<file path="config.mk">
export PLATFORM = sky130hd
export DESIGN_NAME = ex2_arbiter
export DESIGN_NICKNAME = d
export VERILOG_FILES = /design/src/rtl/ex2_arbiter.sv
export SDC_FILE = /design/constraint.sdc
export NUM_CORES = 1
export LEC_CHECK = 0
export CORE_ASPECT_RATIO = 0.7
export CORE_MARGIN = 2
export CORE_UTILIZATION = 39
export DETAILED_ROUTE_END_ITERATION = 8
export HOLD_SLACK_MARGIN = 0.02
export MAX_ROUTING_LAYER = met4
export PLACE_DENSITY_LB_ADDON = 0.1
export REMOVE_ABC_BUFFERS = 1
export SETUP_SLACK_MARGIN = 0.15
export SYNTH_ARGS = -nofsm -noshare
export SYNTH_HDL_FRONTEND = slang
export SYNTH_SLANG_ARGS = --single-unit
</file>
<file path="constraint.sdc">
create_clock -name clk -period 3 [get_ports clk]
set_clock_uncertainty 0.05 [all_clocks]
set_input_delay 0.6 -clock clk [delete_from_list [all_inputs] [get_ports clk]]
set_output_delay 0.6 -clock clk [all_outputs]
set_load 0.01 [all_outputs]
</file>
<file path="src/rtl/ex2_arbiter.sv">
// Two-requester arbiter in front of a shared combinational ex2 unit: it registers the
// granted operands, waits SETTLE_CYCLES, then returns one selected result with valid/ready.
// Define EX2_ARB_FIXED_PRIO_EN to give requester 0 fixed priority when both requesters are valid.
module ex2_arbiter #(
  parameter int unsigned SETTLE_CYCLES = 2
) (
  input  logic       clk,
  input  logic       rst,
  input  logic [1:0] req_valid,
  output logic [1:0] req_ready,
  input  logic [4:0] req0_P,
  input  logic [4:0] req0_Q,
  input  logic [2:0] req0_op,
  input  logic [4:0] req1_P,
  input  logic [4:0] req1_Q,
  input  logic [2:0] req1_op,
  output logic [4:0] alu_P,
  output logic [4:0] alu_Q,
  input  logic [6:0] alu_R,
  input  logic [3:0] alu_S,
  input  logic [7:0] alu_T,
  input  logic [4:0] alu_U,
  input  logic [4:0] alu_V,
  input  logic [5:0] alu_W,
  input  logic [4:0] alu_X,
  input  logic       alu_Y,
  input  logic       alu_Z,
  output logic       rsp_valid,
  input  logic       rsp_ready,
  output logic [7:0] rsp_data,
  output logic       rsp_id,
  output logic       busy
);

  typedef enum logic [1:0] {
    IDLE   = 2'd0,
    SETTLE = 2'd1,
    RESP   = 2'd2
  } state_t;

  localparam logic [3:0] CNT_LOAD = 4'(SETTLE_CYCLES - 1);

  state_t     state;
  state_t     state_next;
  logic       rr_last;
  logic [2:0] op_q;
  logic [3:0] cnt;
  logic       winner;
  logic       accept;

  function automatic logic [7:0] sel_result(
    input logic [2:0] op,
    input logic [6:0] r,
    input logic [3:0] s,
    input logic [7:0] t,
    input logic [4:0] u,
    input logic [4:0] v,
    input logic [5:0] w,
    input logic [4:0] x,
    input logic       y,
    input logic       z
  );
    logic [7:0] res;
    case (op)
      3'd0:    res = {1'b0, r};
      3'd1:    res = {4'b0000, s};
      3'd2:    res = t;
      3'd3:    res = {3'b000, u};
      3'd4:    res = {3'b000, v};
      3'd5:    res = {2'b00, w};
      3'd6:    res = {3'b000, x};
      3'd7:    res = {6'b000000, z, y};
      default: res = 8'h00;
    endcase
    return res;
  endfunction

  // Winner selection and the combinational grant, live only in IDLE
  always_comb begin
    winner    = 1'b0;
    accept    = 1'b0;
    req_ready = 2'b00;
    case (req_valid)
      2'b01:   winner = 1'b0;
      2'b10:   winner = 1'b1;
`ifdef EX2_ARB_FIXED_PRIO_EN
      2'b11:   winner = 1'b0;
`else
      2'b11:   winner = ~rr_last;
`endif
      default: winner = 1'b0;
    endcase
    if ((state == IDLE) && (req_valid != 2'b00)) begin
      accept    = 1'b1;
      req_ready = winner ? 2'b10 : 2'b01;
    end else begin
      accept    = 1'b0;
      req_ready = 2'b00;
    end
  end

  // Next-state decode
  always_comb begin
    state_next = state;
    case (state)
      IDLE: begin
        if (accept) begin
          state_next = SETTLE;
        end else begin
          state_next = IDLE;
        end
      end
      SETTLE: begin
        if (cnt == 4'd0) begin
          state_next = RESP;
        end else begin
          state_next = SETTLE;
        end
      end
      RESP: begin
        if (rsp_ready) begin
          state_next = IDLE;
        end else begin
          state_next = RESP;
        end
      end
      default: state_next = IDLE;
    endcase
  end

  // State, operand, counter and response registers; busy/rsp_valid follow the next state
  always_ff @(posedge clk) begin
    if (rst) begin
      state     <= IDLE;
      alu_P     <= 5'd0;
      alu_Q     <= 5'd0;
      op_q      <= 3'd0;
      cnt       <= 4'd0;
      rr_last   <= 1'b1;
      rsp_valid <= 1'b0;
      rsp_data  <= 8'h00;
      rsp_id    <= 1'b0;
      busy      <= 1'b0;
    end else begin
      state     <= state_next;
      busy      <= (state_next != IDLE);
      rsp_valid <= (state_next == RESP);
      case (state)
        IDLE: begin
          if (accept) begin
            alu_P   <= winner ? req1_P : req0_P;
            alu_Q   <= winner ? req1_Q : req0_Q;
            op_q    <= winner ? req1_op : req0_op;
            rsp_id  <= winner;
            rr_last <= winner;
            cnt     <= CNT_LOAD;
          end
        end
        SETTLE: begin
          if (cnt != 4'd0) begin
            cnt <= cnt - 4'd1;
          end else begin
            rsp_data <= sel_result(op_q, alu_R, alu_S, alu_T, alu_U, alu_V,
                                   alu_W, alu_X, alu_Y, alu_Z);
          end
        end
        RESP: begin
          // rsp_data and rsp_id hold until the handshake
        end
        default: begin
        end
      endcase
    end
  end

endmodule

</file>
After elaboration in Yosys (flattened, before gate mapping)
Cells that the tools add are included.

Bits in registers: 31. Logic and storage cells: 53.

Add/subtract/negate cells: 1. Eq/ne operators: 14. Muxes and demuxes: 15. Bitwise operators: 2. Reductions and logical operators: 11.

Operator list (count): 8-bit one-hot mux with 8 select lines (1); 3-bit equality test, second input constant (4); 5-bit two-way mux (2); 2-bit equality test, second input constant (4); 2-bit two-way mux (4); 4-bit two-way mux (2); 4-bit one-hot mux with 2 select lines (1); 3-bit by 2-bit equality test with 1-bit output, second input constant (2); 2-bit one-hot mux with 3 select lines (1); 2-bit nonzero test (3); 4-bit zero test (1); 2-bit inequality test, second input constant (2); 2-bit AND reduction (2); 4-bit nonzero test (1); 4-bit by 1-bit subtractor with 4-bit output, second input constant (1); 3-bit by 1-bit equality test with 1-bit output, second input constant (1); 3-bit zero test (1); 3-bit two-way mux (1); 3-bit AND reduction (1); 2-bit by 1-bit equality test with 1-bit output, second input constant (1); 2-bit zero test (1); 1-bit two-way mux (2); 1-bit inverter (2); 1-bit one-hot mux with 2 select lines (1); 1-bit logical AND (1).

Logic depth before layout (Yosys ltp)
Depth after elaboration: 6. Mapped depth: 7. Mapped depth without buffers: 6.

Worst setup path before layout
OpenSTA, ideal clock, no wires.

Path type: input to output. Start point: in req_valid[0]. End point: out req_ready[1]. Data arrival time: 1.168 ns. Setup slack: 1.182 ns. Stages: 4. Path buffers: 2. Path through: nand2_1 > and3_1 > clkbuf_1 > buf_2.

Cells in the longest elaborated chain, start to end: 4. Elaborated cells on any way between the ends: 7.

Ends and longest elaborated chain: start, declared (line 9) `input logic [1:0] req_valid,`; 2-bit equality test (line 83) `case (req_valid)`; 1-bit one-hot mux with 2 select lines (line 83); 2-bit two-way mux (line 95) `req_ready = winner ? 2'b10 : 2'b01;`; 2-bit two-way mux (*) (line 93) `if ((state == IDLE) && (req_valid != 2'b00)) begin`; end, declared (line 10) `output logic [1:0] req_ready,`.

Mark *: on every way between the ends. The rest lies on a longest branch, timed or not.

Worst setup path after layout
Start point: in req_valid[1]. End point: out req_ready[0].

The elaborated chain is that of the path after synthesis.

==> results_dict.tcl <==
set metrics [dict create \
    cts_hold_buffers 0 \
    synthArstFlopShare_pct 0 \
    die_h_um 56.6 \
    worstSetupStartpointType "input pin" \
    initial_core_util_pct 40.0 \
    max_freq_ghz 0.399 \
    num_io_pins 96 \
    min_path_type "reg2reg" \
    antenna_cells 0 \
    dominantRegCellSynth "dfxtp_1" \
    clockBufferDepth 2 \
    drt_iter0_markers 142 \
    synth_area_um2 1540 \
    grt_pass1_vias 1622 \
    synth-seq-area-share_pct 40.3 \
    grt_pass1_wl_um 7410 \
    cp.arrival_ns 1.86 \
    htree_levels 2 \
    insertion_delay_ns 0.28 \
    wl_per_cell_um 13.8 \
    gp_congestion 0.735 \
    synth_top_area_share_pct 40.3 \
    tightest_slew_ns 0.805 \
    dpl.hpwl_um 3390 \
    syn_area_per_cell_um2 8.79 \
    cts_tree "built" \
    multi_input_area_um2 835 \
    track_usage_pct 22.0 \
    fill_cells 333 \
    slew_headroom_pct 46.1 \
    synth_warnings 0 \
    postCtsSetupBuffers 0 \
    crit_path_max_fanout 4 \
    synthCells 175 \
    first_pass_iters 5 \
    dp_slack_ns 0.503 \
    wirelength_um 4400 \
    hold_slack_ns 0.403 \
    synth_common_cells "dfxtp_1, nor2_1, a21oi_1, a222oi_1, nand2_1" \
    slew_viol_final 0 \
    p_leak_uw 0.000941 \
    nets 341 \
    tns_ns 0 \
    peakVddDrop_mv 0.330 \
    vias 1696 \
    setup.worst_path.end_class "primary output" \
    p_per_area_nw_per_um2 487 \
    fp.coreArea_um2 3850 \
    route.detailed.drc 0 \
    cts-root-buf "clkbuf_8" \
    syn2layout_area_growth_pct 68.7 \
    antenna_found_initial 0 \
    synth_edf_count 0 \
    drv_cap 0 \
    design.die.area_um2 4470 \
    finalHoldViolCount 0 \
    fin_crit_ns 2.51 \
    vias_per_cell 5.33 \
    overflow 0 \
    criticalPathCategory "in2out" \
    drive_gt1_share_pct 6.02 \
    seq_area_um2 621 \
    synth_area_leaders "dfxtp_1, a222oi_1, nor2_1" \
    grt_max_degree 24 \
    yosys.cell_count.top_type "dfxtp_1" \
    required_ns 2.35 \
    synth_top_area_cell "dfxtp_1" \
    synth_seq_cells 31 \
    setup_viol 0 \
    row_count 19 \
    cts_resized 0 \
    io_buffer_count 95 \
    die_w_um 79.1 \
    synth_cell_types 37 \
    cts_made_buffers 5 \
    clk_pin_slew_ns 0.06 \
    grt_setup_unrepaired "no" \
    fin_ws_ns 0.491 \
    fin_crit_sh_pct 83.6 \
    ant_nets 0 \
    cts.sinks 31 \
    status "finished, final reports clean" \
]
[power by group]
group | switching, µW | total [µW] | internal [µW] | leakage, µW
registers | 49.3 | 515 | 466 | 0.000255
clock network | 135 | 289 | 154 | 0.0000371
logic | 191 | 461 | 270 | 0.000650
total | 375 | 1270 | 890 | 0.000941
[cells by family after synthesis]
group | after synthesis | synth area share [%]
fa+ha+maj | 1 | 0.813
flops | 31 | 40.3
buf+inv | 19 | 5.45
simple gates | 67 | 21.2
xor+xnor | 2 | 1.14
mux | 13 | 11.1
compound gates | 42 | 20.0
[through the flow]
| stage | total power (µW) | util [%] | instance area, µm² | instances |
|---|---|---|---|---|
| final | 1270 | 67.4 | 2600 | 318 |
| after global routing | 1350 | 67.4 | 2600 | 318 |
| after CTS | 1280 | 67.4 | 2600 | 318 |
| after detailed placement | 984 | 65.5 | 2520 | 312 |
| after global placement | 978 | 65.5 | 2520 | 312 |
| after floorplan | 737 | - | 1470 | 160 |
[registers in the layout, indices dropped and copies added, names as in the netlist]
register / flops
op_q: 3
state: 2
alu_P: 5
cnt: 4
rr_last: 1
busy: 1
alu_Q: 5
rsp_valid: 1
rsp_data: 8
rsp_id: 1
[cell usage in the layout (no fill, tap or decap), types with 2 or more instances in the layout]
cell type        Yosys  layout
inv_1                4       4
nor3b_1              2       2
a222oi_1            13      13
nand3b_1             3       3
o211ai_1             2       2
mux2_2               2       2
buf_4                0       5
mux4_2               3       3
or3_1                3       3
xor2_1               2       2
dfxtp_1             31      31
nand2b_1             4       4
clkdlybuf4s50_1      0      95
and3_1               2       2
a31oi_1              3       3
o21ai_0              2       2
a21oi_1             13      13
nor2_1              24      24
nand3_1              4       4
nor3_1               5       5
mux2i_1              8       8
nand2_1             13      13
nor2b_1              4       4
clkbuf_8             0       5
[per-layer routing]
metal,GRT usage (%),share of wire [%],up-vias
li1,-,-,830
met2,34.6,46,64
met5,-,0,-
met3,6.91,7.2,7
met1,27.0,45,795
met4,7.39,1.1,0
[cell type report]
class / count / share of cell area, %
clock buffer: 6 / 2.80
inverter: 4 / 0.578
multi-input combinational: 125 / 32.1
sequential: 31 / 23.9
tap: 52 / 2.51
timing repair buffer: 100 / 38.1
[critical path, cell delays in order]
cell	delay (ns)
clkdlybuf4s50_1	0.46
nand2b_1	0.09
and3_1	0.18
clkdlybuf4s50_1	0.54
[final timing paths]
kind / depth (start not counted) / slack, ns / endpoint / start
max: 4 / 0.49 / req_ready[0] / req_valid[1]
min: 2 / 0.40 / rsp_data[4] / rsp_data[4]
max reg2reg: 6 / 0.86 / rsp_data[2] / cnt[0]
min reg2reg: 2 / 0.40 / rsp_data[4] / rsp_data[4]
Power figures use the tool's default switching activity.
